**src/rtl/obstacle_scheduler_pkg.sv**
```systemverilog
// Shared game package: scheduler state encoding, lane width and lane LFSR constants,
// plus the level-controller state type the racing levels already use.
package obstacle_scheduler_pkg;

    typedef logic [1:0] sched_state_t;

    localparam sched_state_t ST_IDLE  = 2'd0;
    localparam sched_state_t ST_MOVE  = 2'd1;
    localparam sched_state_t ST_SPAWN = 2'd2;

    localparam int LANE_W = 2;

    // x^8 + x^6 + x^5 + x^4 + 1, shifting toward bit 7
    localparam logic [7:0] LFSR_SEED = 8'hA5;
    localparam logic [7:0] LFSR_TAPS = 8'hB8;

    typedef enum logic [1:0] {
        LVL_ATTRACT,
        LVL_RUN,
        LVL_CRASH,
        LVL_DONE
    } level_state_t;

endpackage

```
**src/rtl/obstacle_lane_gen.sv**
```systemverilog
// Lane source for new obstacles. OBSTACLE_LANE_RAND_EN selects an 8-bit Fibonacci LFSR;
// otherwise a round-robin counter. Advances once per accepted frame.
module obstacle_lane_gen
    import obstacle_scheduler_pkg::*;
(
    input  logic              clk,
    input  logic              reset,
    input  logic              step,
    output logic [LANE_W-1:0] lane
);

`ifdef OBSTACLE_LANE_RAND_EN
    logic [7:0] lfsr;

    always_ff @(posedge clk or negedge reset) begin
        if (!reset) begin
            lfsr <= LFSR_SEED;
        end else if (step) begin
            lfsr <= {lfsr[6:0], ^(lfsr & LFSR_TAPS)};
        end
    end

    assign lane = lfsr[LANE_W-1:0];
`else
    logic [LANE_W-1:0] lane_cnt;

    always_ff @(posedge clk or negedge reset) begin
        if (!reset) begin
            lane_cnt <= '0;
        end else if (step) begin
            lane_cnt <= lane_cnt + LANE_W'(1);
        end
    end

    assign lane = lane_cnt;
`endif

endmodule

```
**src/rtl/obstacle_scheduler.sv**
```systemverilog
// Per-frame obstacle pool: moves active slots left, then spawns into the lowest free slot.
// Lane source chosen by OBSTACLE_LANE_RAND_EN (see obstacle_lane_gen).
//
// state    | meaning
// ---------+---------------------------------------------------------------
// ST_IDLE  | waiting for frame_tick; lane generator steps on an accepted tick
// ST_MOVE  | one slot per cycle, idx 0..NUM_SLOTS-1, x -= speed or free slot
// ST_SPAWN | timer countdown or spawn into lowest free slot, back to ST_IDLE
module obstacle_scheduler
    import obstacle_scheduler_pkg::*;
#(
    parameter int NUM_SLOTS    = 4,
    parameter int X_W          = 10,
    parameter int SCREEN_RIGHT = 639,
    parameter int SPAWN_BASE   = 64
) (
    input  logic                     clk,
    input  logic                     reset,
    input  logic                     frame_tick,
    input  logic                     reset_level,
    input  logic [1:0]               speed,
    input  logic [1:0]               obstacle_count,
    output logic [NUM_SLOTS-1:0]     slot_active,
    output logic [NUM_SLOTS*X_W-1:0] obs_x,
    output logic [NUM_SLOTS*2-1:0]   obs_lane,
    output logic                     spawn_pulse,
    output logic                     busy
);

    localparam int IDX_W = $clog2(NUM_SLOTS);
    localparam int TMR_W = $clog2(SPAWN_BASE + 1);

    sched_state_t      state;
    logic [IDX_W-1:0]  idx;
    logic [TMR_W-1:0]  spawn_timer;
    logic [LANE_W-1:0] lane;
    logic              tick_accept;
    logic [X_W-1:0]    cur_x;
    logic [X_W-1:0]    speed_ext;
    logic              free_found;
    logic [IDX_W-1:0]  free_idx;

    assign tick_accept = frame_tick && !reset_level && (state == ST_IDLE);
    assign speed_ext   = X_W'(speed);
    assign cur_x       = obs_x[idx*X_W +: X_W];

    obstacle_lane_gen u_lane_gen (
        .clk   (clk),
        .reset (reset),
        .step  (tick_accept),
        .lane  (lane)
    );

    // Scan from the top so the lowest free index wins.
    always_comb begin
        free_found = 1'b0;
        free_idx   = '0;
        for (int i = NUM_SLOTS - 1; i >= 0; i--) begin
            if (!slot_active[i]) begin
                free_found = 1'b1;
                free_idx   = IDX_W'(i);
            end
        end
    end

    always_ff @(posedge clk or negedge reset) begin
        if (!reset) begin
            state       <= ST_IDLE;
            idx         <= '0;
            spawn_timer <= TMR_W'(SPAWN_BASE);
            slot_active <= '0;
            obs_x       <= '0;
            obs_lane    <= '0;
            spawn_pulse <= 1'b0;
            busy        <= 1'b0;
        end else if (reset_level) begin
            state       <= ST_IDLE;
            idx         <= '0;
            spawn_timer <= TMR_W'(SPAWN_BASE);
            slot_active <= '0;
            obs_x       <= '0;
            obs_lane    <= '0;
            spawn_pulse <= 1'b0;
            busy        <= 1'b0;
        end else begin
            spawn_pulse <= 1'b0;
            case (state)
                ST_IDLE: begin
                    if (frame_tick) begin
                        state <= ST_MOVE;
                        idx   <= '0;
                        busy  <= 1'b1;
                    end
                end
                ST_MOVE: begin
                    if (slot_active[idx]) begin
                        if (cur_x >= speed_ext) begin
                            obs_x[idx*X_W +: X_W] <= cur_x - speed_ext;
                        end else begin
                            slot_active[idx]      <= 1'b0;
                            obs_x[idx*X_W +: X_W] <= '0;
                        end
                    end
                    if (idx == IDX_W'(NUM_SLOTS - 1)) begin
                        state <= ST_SPAWN;
                    end else begin
                        idx <= idx + IDX_W'(1);
                    end
                end
                ST_SPAWN: begin
                    // A full pool leaves the timer parked at 0 so the spawn retries next frame.
                    if (obstacle_count != 2'd0) begin
                        if (spawn_timer != '0) begin
                            spawn_timer <= spawn_timer - TMR_W'(1);
                        end else if (free_found) begin
                            slot_active[free_idx]                <= 1'b1;
                            obs_x[free_idx*X_W +: X_W]           <= X_W'(SCREEN_RIGHT);
                            obs_lane[free_idx*LANE_W +: LANE_W]  <= lane;
                            spawn_pulse                          <= 1'b1;
                            spawn_timer <= TMR_W'(SPAWN_BASE >> (obstacle_count - 2'd1));
                        end
                    end
                    state <= ST_IDLE;
                    busy  <= 1'b0;
                end
                default: begin
                    state <= ST_IDLE;
                    busy  <= 1'b0;
                end
            endcase
        end
    end

endmodule

```
**config.mk**
```make
export PLATFORM = sky130hd
export DESIGN_NAME = obstacle_scheduler
export DESIGN_NICKNAME = d
export VERILOG_FILES = /design/src/rtl/obstacle_scheduler_pkg.sv /design/src/rtl/obstacle_lane_gen.sv /design/src/rtl/obstacle_scheduler.sv
export SDC_FILE = /design/constraint.sdc
export NUM_CORES = 1
export LEC_CHECK = 0
export CAP_MARGIN = 10
export CORE_MARGIN = 2
export CORE_UTILIZATION = 57
export DETAILED_ROUTE_END_ITERATION = 16
export GPL_ROUTABILITY_DRIVEN = 0
export PLACE_DENSITY_LB_ADDON = 0.15
export SLEW_MARGIN = 40
export SYNTH_ARGS = -nofsm -noshare
export SYNTH_HDL_FRONTEND = slang
export SYNTH_SLANG_ARGS = --single-unit
```
**constraint.sdc**
```tcl
create_clock -name clk -period 5 [get_ports clk]
set_input_delay 0.75 -clock clk [delete_from_list [all_inputs] [get_ports clk]]
set_output_delay 0.75 -clock clk [all_outputs]
set_load 0.01 [all_outputs]
```
**Word level (Yosys, flattened, before mapping)**

Cells that the tools add are included.

- Bits in registers: 67
- Bits of input ports: 8
- Output and inout port bits: 54
- Word-level logic and storage cells: 128

- Add/subtract/negate cells: 8
- $mul: 2
- Order comparisons: 5
- Eq/ne operators: 13
- Shift operators: 9
- Multiplexer cells: 58
- Bitwise gates (word level): 3
- Reduce and logical (&&, ||, !) cells: 21

Operators by type and width:

| cell | number |
|---|---|
| $mux 40 | 6 |
| $bwmux 40 | 3 |
| $pmux 40 s2 | 1 |
| $shift 10x34->40 const A | 2 |
| $shiftx 10x34->40 const A | 2 |
| $neg 6->34 | 2 |
| $mux 8 | 5 |
| $shiftx 10x34->40 | 1 |
| $shiftx 40x7->10 | 1 |
| $mux 7 | 5 |
| $neg 3->34 | 1 |
| $shift 2x34->8 const A | 1 |
| $shiftx 2x34->8 | 1 |
| $mux 4 | 6 |
| $ne 3x3->1 const B | 8 |
| $mux 2 | 10 |
| $mux 1 | 14 |
| $ge 10x2->1 | 1 |
| $mul 2x3->5 const B | 2 |
| $sub 10x2->10 | 1 |
| $reduce_bool 3->1 | 3 |
| $bwmux 8 | 1 |
| $pmux 2 s2 | 2 |
| $pmux 4 s2 | 1 |
| 25 further kinds | 39 |

**Longest topological paths before layout**

- Depth in word-level cells: 14
- Depth in mapped cells: 18

**By module**

From an unflattened synthesis, not the netlist that was laid out.

- Cells, all modules: 586
- Area total of the unflattened synthesis: 4969.8 sq um

By module, submodules not included:

| module | instances | cells each | area each (sq um) | seq. area each (sq um) |
|---|---|---|---|---|
| obstacle_scheduler | 1 | 581 | 4898.4 | 1627.8 |
| obstacle_lane_gen | 1 | 5 | 71.3 | 50.0 |

**Worst setup path before layout**

Ideal clock, no wire load.

- Path type: flip-flop to flip-flop
- Start: register idx[0]
- End: register obs_x[10]
- Data arrival time: 4.126 ns
- Required time: 4.874 ns
- Slack: 0.748 ns
- Cell stages (with the launch flop): 19
- Buffers on the path: 7
- Cells stage by stage: dfrtp_1 -> buf_6 -> buf_6 -> clkbuf_1 -> clkbuf_1 -> clkbuf_1 -> mux4_2 -> inv_1 -> ha_1 -> inv_1 -> fa_1 -> inv_1 -> and4_1 -> and2_1 -> buf_6 -> a2111oi_4 -> and2_4 -> buf_6 -> a221o_1

- Word-level cells in the longest chain between the ends: 9
- Elaborated cells between the ends (all ways): 18
- Classes of those cells: add/sub (2); mul (1); order compare (1); eq/ne (1); shift (4); mux (8); reduce/logical (1)

RTL lines:

| item | RTL line | source |
|---|---|---|
| start, declared | obstacle_scheduler.sv:34 | `logic [IDX_W-1:0] idx;` |
| start signal, assigned | obstacle_scheduler.sv:107 | `idx <= idx + IDX_W'(1);` |
| $mul 2x3->5 | obstacle_scheduler.sv:45, obstacle_scheduler.sv:98, obstacle_scheduler.sv:101 |  |
| $shiftx 40x7->10 | obstacle_scheduler.sv:45 | `assign cur_x = obs_x[idx*X_W +: X_W];` |
| $sub 10x2->10 | obstacle_scheduler.sv:98 | `obs_x[idx*X_W +: X_W] <= cur_x - speed_ext;` |
| $shiftx 10x34->40 | obstacle_scheduler.sv:98 |  |
| $bwmux 40 | obstacle_scheduler.sv:98 |  |
| $mux 40 | obstacle_scheduler.sv:97 | `if (cur_x >= speed_ext) begin` |
| $mux 40 | obstacle_scheduler.sv:96 | `if (slot_active[idx]) begin` |
| $pmux 40 s2 | obstacle_scheduler.sv:87 | `case (state)` |
| $mux 40 | obstacle_scheduler.sv:76 | `end else if (reset_level) begin` |
| end signal, assigned by index | obstacle_scheduler.sv:98 |  |
| end signal, assigned by index | obstacle_scheduler.sv:117 | `obs_x[free_idx*X_W +: X_W] <= X_W'(SCREEN_RIGHT);` |
| end, declared | obstacle_scheduler.sv:24 | `output logic [NUM_SLOTS*X_W-1:0] obs_x,` |

Several ways; a longest one is shown, not always the timed one. The select of a mux whose other input is x is not followed.
A chain may end at the register's enable or synchronous reset.

**Worst setup path in the final report**

- Start: register idx[0]
- End: register obs_x[20]

The elaborated chain is that of the path after synthesis.

==> parameters.txt <==
Parameter                              Value

Run status
  Run status ... finished clean

Floorplanning
  Total number of placement rows ... 34
  Die footprint ... around 0.01 mm^2
  Vertical die dimension ... 98.8 um
  Initial core utilization ... 0.588
  Width of the die ... 98.8 um
  # IOs ... 62
  Core Footprint ... 0.00872 mm^2

Layout
  Number of antenna diodes ... 0
  Multi-input gate area in the final layout ... between 0.003 and 0.004 mm^2
  Area growth from synthesis to final layout ... 17.6%
  Filler Cells Inserted ... 730
  Commonest non-fill, non-tap cells in the layout ... 71 x sky130_fd_sc_hd__nand2_1, 65 x sky130_fd_sc_hd__dfrtp_1, 60 x sky130_fd_sc_hd__clkdlybuf4s50_1, 40 x sky130_fd_sc_hd__nor2_1
  Share of cells above drive strength 1 ... 0.123
  Sequential cell area ... ~0.0017 mm^2
  Commonest non-fill, non-tap cell in the layout ... sky130_fd_sc_hd__nand2_1
  Nets ... 657

Clocking
  CTS clk-pin slew, worst paths ... 80 ps
  Clock Sinks ... 67
  Number of levels in the clock H-tree ... 3
  Number of cells upsized or downsized after cts ... 0
  Number of buffers inserted to repair setup after CTS ... 0
  Number of buffers inserted for hold repair after clock tree synthesis ... 0
  Latest clock arrival within the worst-skew pair ... 370 ps
  Buffer depth of the longest clock path ... 2
  Root buf cell ... sky130_fd_sc_hd__clkbuf_8
  TritonCTS buffer count ... 9
  Clock tree from TritonCTS ... yes

Pwr
  Relative contribution of the clock network to total power ... 0.248
  Sequential cell fraction of total power ... 0.325
  Sum of internal, switching and leakage power ... 1.97 mW
  Leakage power ... 2.38 nW
  Total power divided by cell area ... 327 mW/mm^2
  Cell-internal power ... about 1.2 mW
  Switching component of the power ... 811 uW
  Fraction of power consumed by combinational cells ... 0.427
  Sw frac ... 0.412
  Max IR drop VDD ... 0.183 mV

Logic synthesis
  Post-synthesis cell area ... 0.00512 mm^2
  Async set-reset flop share out of synthesis ... 1.00
  Mean post-synth cell area ... 8.85 um^2
  Number of storage elements in the synthesis netlist ... 67
  Post-synthesis instance total ... 579
  EDFF count, synth ... 0
  Predominant post-synthesis flop cell ... sky130_fd_sc_hd__dfrtp_1
  Synthesis warning total ... 0
  Cell types with the largest area share after synthesis ... sky130_fd_sc_hd__dfrtp_1 32%, sky130_fd_sc_hd__mux4_2 6.2%, sky130_fd_sc_hd__nand2_1 5.2%, sky130_fd_sc_hd__ha_1 4.6%, sky130_fd_sc_hd__a21oi_1 3.6%
  Sequential area share after synthesis ... 0.327
  Number of unique standard cell types used by synthesis ... 84
  Leading area contributor after synthesis ... sky130_fd_sc_hd__dfrtp_1
  Yosys top cell area share ... 0.322
  Nets in the synthesized netlist ... 607

Critical path
  Arrival @ worst endpoint ... 4240 ps
  Crit path max fanout ... 19
  Worst setup startpoint ... idx[0]$_DFFE_PN0P_
  Endpoint type of the worst setup path ... flip-flop
  Crit-path max cell delay ... roughly 850 ps
  Crit path cell chain ... buf_4, inv_2, mux4_2, and4_1, and2_1, nor4_2, inv_1, o211ai_1
  Category of the worst setup path launch point ... flip-flop
  WP data required ... ~5300 ps
  Category of the critical setup timing path ... reg2reg
  Critical path's slowest cell ... sky130_fd_sc_hd__dfrtp_1
  Reg-to-Reg Start ... idx[0]$_DFFE_PN0P_

Timing
  Highest clock frequency the design can meet ... 253 MHz
  Clock skew ... 9.44 ps
  Final clock period utilization by the worst path ... 0.792
  Setup tns final ... 0 ps
  Measured slew at the worst slew-check pin ... 914 ps
  Max Transition Viols Final ... 0
  Headroom to the max-slew limit ... 0.386
  Count of endpoints failing hold in the final timing report ... 0
  Final min period ... 3960 ps
  Setup-violating endpoint count in the final report ... 0
  RSZ-0062 raised after global routing ... false

Drt
  Count of antenna-violating nets left after detailed routing ... 0
  Total Wirelength ... between 15000 and 20000 um
  Number of design rule violations left after detail routing ... 0
  Count of routing violations after the opening detailed-route iteration ... around 570
  Average via count per standard cell ... slightly above 7
  Routed wire length per instance ... between 20 and 25 um
  First drt pass iteration count ... 6
  Count of vias placed by the detailed router ... between 5000 and 6000

Placed design
  DPL Wire Length ... 12700 um
  Port Buf Inserts ... 61

Global routing
  Antenna violations before repair ... 0
  GR Overflow Total ... 0
  Total track usage ... 0.356
  Pin count of the biggest net entering global routing ... 43
  Vias in the first global route ... 5094
  Wire length of the first global-routing pass ... 27100 um

Hold path
  HP Class ... in2async

Run
  Number of max-capacitance violations reported ... 0
## per-layer routing
layer / global-route usage / part of all wire / vias to the layer above
met3: 0.0957 / 0.11 / 110
met1: 0.449 / 0.37 / 2482
met2: 0.543 / 0.45 / 360
met4: 0.224 / 0.074 / 0
met5: 0 / 0 / -
li1: - / - / 2308
## power groups by stage
stage	Combinational [mW]	Sequential (mW)	Clock (mW)
finish	0.841	0.641	0.488
global route	0.887	0.643	0.518
CTS	0.809	0.638	0.492
detailed placement	0.805	0.649	0
global placement	0.783	0.647	0
floorplan	0.542	0.635	0
## cells by family (layout without fill, tap and decap cells)
| group | count (synthesis) | in the layout | synth area share |
|---|---|---|---|
| AO/OA/AOI/OAI | 194 | 194 | 0.270 |
| flip-flops | 67 | 67 | 0.327 |
| adder cells (fa/ha/maj) | 20 | 20 | 0.0503 |
| multiplexers | 20 | 20 | 0.0742 |
| buffers and inverters | 53 | 108 | 0.0454 |
| AND/OR/NAND/NOR | 218 | 218 | 0.221 |
| XOR/XNOR | 7 | 7 | 0.0120 |
## critical path: cells and delay by family (launching register included)
kind,cells,cell delay (ps)
AND/OR/NAND/NOR,3,1360
flip-flops,1,850
buffers and inverters,3,800
multiplexers,1,610
AO/OA/AOI/OAI,1,250
## Yosys cell counts, types with 3 or more instances
cell,number
sky130_fd_sc_hd__a211oi_1,6
sky130_fd_sc_hd__a21boi_0,3
sky130_fd_sc_hd__a21o_1,5
sky130_fd_sc_hd__a21oi_1,37
sky130_fd_sc_hd__a221o_1,11
sky130_fd_sc_hd__a221oi_1,5
sky130_fd_sc_hd__a22oi_1,8
sky130_fd_sc_hd__a31oi_1,8
sky130_fd_sc_hd__and2_1,4
sky130_fd_sc_hd__and3_1,4
sky130_fd_sc_hd__buf_2,3
sky130_fd_sc_hd__buf_6,4
sky130_fd_sc_hd__clkbuf_1,22
sky130_fd_sc_hd__dfrtp_1,66
sky130_fd_sc_hd__ha_1,19
sky130_fd_sc_hd__inv_1,20
sky130_fd_sc_hd__mux2i_1,5
sky130_fd_sc_hd__mux4_2,14
sky130_fd_sc_hd__nand2_1,71
sky130_fd_sc_hd__nand2b_1,8
sky130_fd_sc_hd__nand3_1,19
sky130_fd_sc_hd__nand3b_1,3
sky130_fd_sc_hd__nand4_1,10
sky130_fd_sc_hd__nor2_1,40
sky130_fd_sc_hd__nor2b_1,7
sky130_fd_sc_hd__nor3_1,13
sky130_fd_sc_hd__nor4_1,6
sky130_fd_sc_hd__nor4_2,5
sky130_fd_sc_hd__o211ai_1,7
sky130_fd_sc_hd__o21a_1,7
sky130_fd_sc_hd__o21ai_0,37
sky130_fd_sc_hd__o21ai_1,4
sky130_fd_sc_hd__o221a_2,4
sky130_fd_sc_hd__o221ai_1,3
sky130_fd_sc_hd__o22a_1,4
sky130_fd_sc_hd__o2bb2ai_1,4
sky130_fd_sc_hd__o31ai_1,8
sky130_fd_sc_hd__or2_2,8
sky130_fd_sc_hd__xnor2_1,6
## final timing paths
check	to	slack, ps	depth (start not counted)
setup / recovery	obs_x[20]$_DFFE_PN0P_	1040	8
hold / removal	obs_x[27]$_DFFE_PN0P_	380	2
setup reg to reg	obs_x[20]$_DFFE_PN0P_	1040	8
hold reg to reg	obs_lane[2]$_DFFE_PN0P_	480	2
max in group asynchronous	spawn_timer[6]$_DFFE_PN1P_	4010	3
min in group clk	obs_lane[2]$_DFFE_PN0P_	480	2
## layout make-up
type	instances	share of cell area
tap	108	0.0224
multi-input combinational	459	0.536
clock buffer	11	0.0251
clock inverter	5	0.0102
sequential	67	0.279
timing repair buffer	70	0.114
inverter	22	0.0137
## stage by stage
step	cells	cell area, um^2	util	hold slack [ps]	worst slack [ps]
finish	742	6030	0.691	382	1040
global route	742	6030	0.691	400	891
CTS	742	6020	0.690	382	1130
detailed placement	726	5800	0.666	469	1140
global placement	725	5780	0.662	471	1240
floorplan	579	5120	-	454	748
## flip-flops by register name, summed over array words and instances (netlist names)
signal           count
spawn_pulse          1
spawn_timer          7
u_lane_gen.lane      2
idx                  2
obs_lane             8
busy                 1
obs_x               40
state                2
slot_active          4
Note: power is estimated with default switching activity, not from simulation.
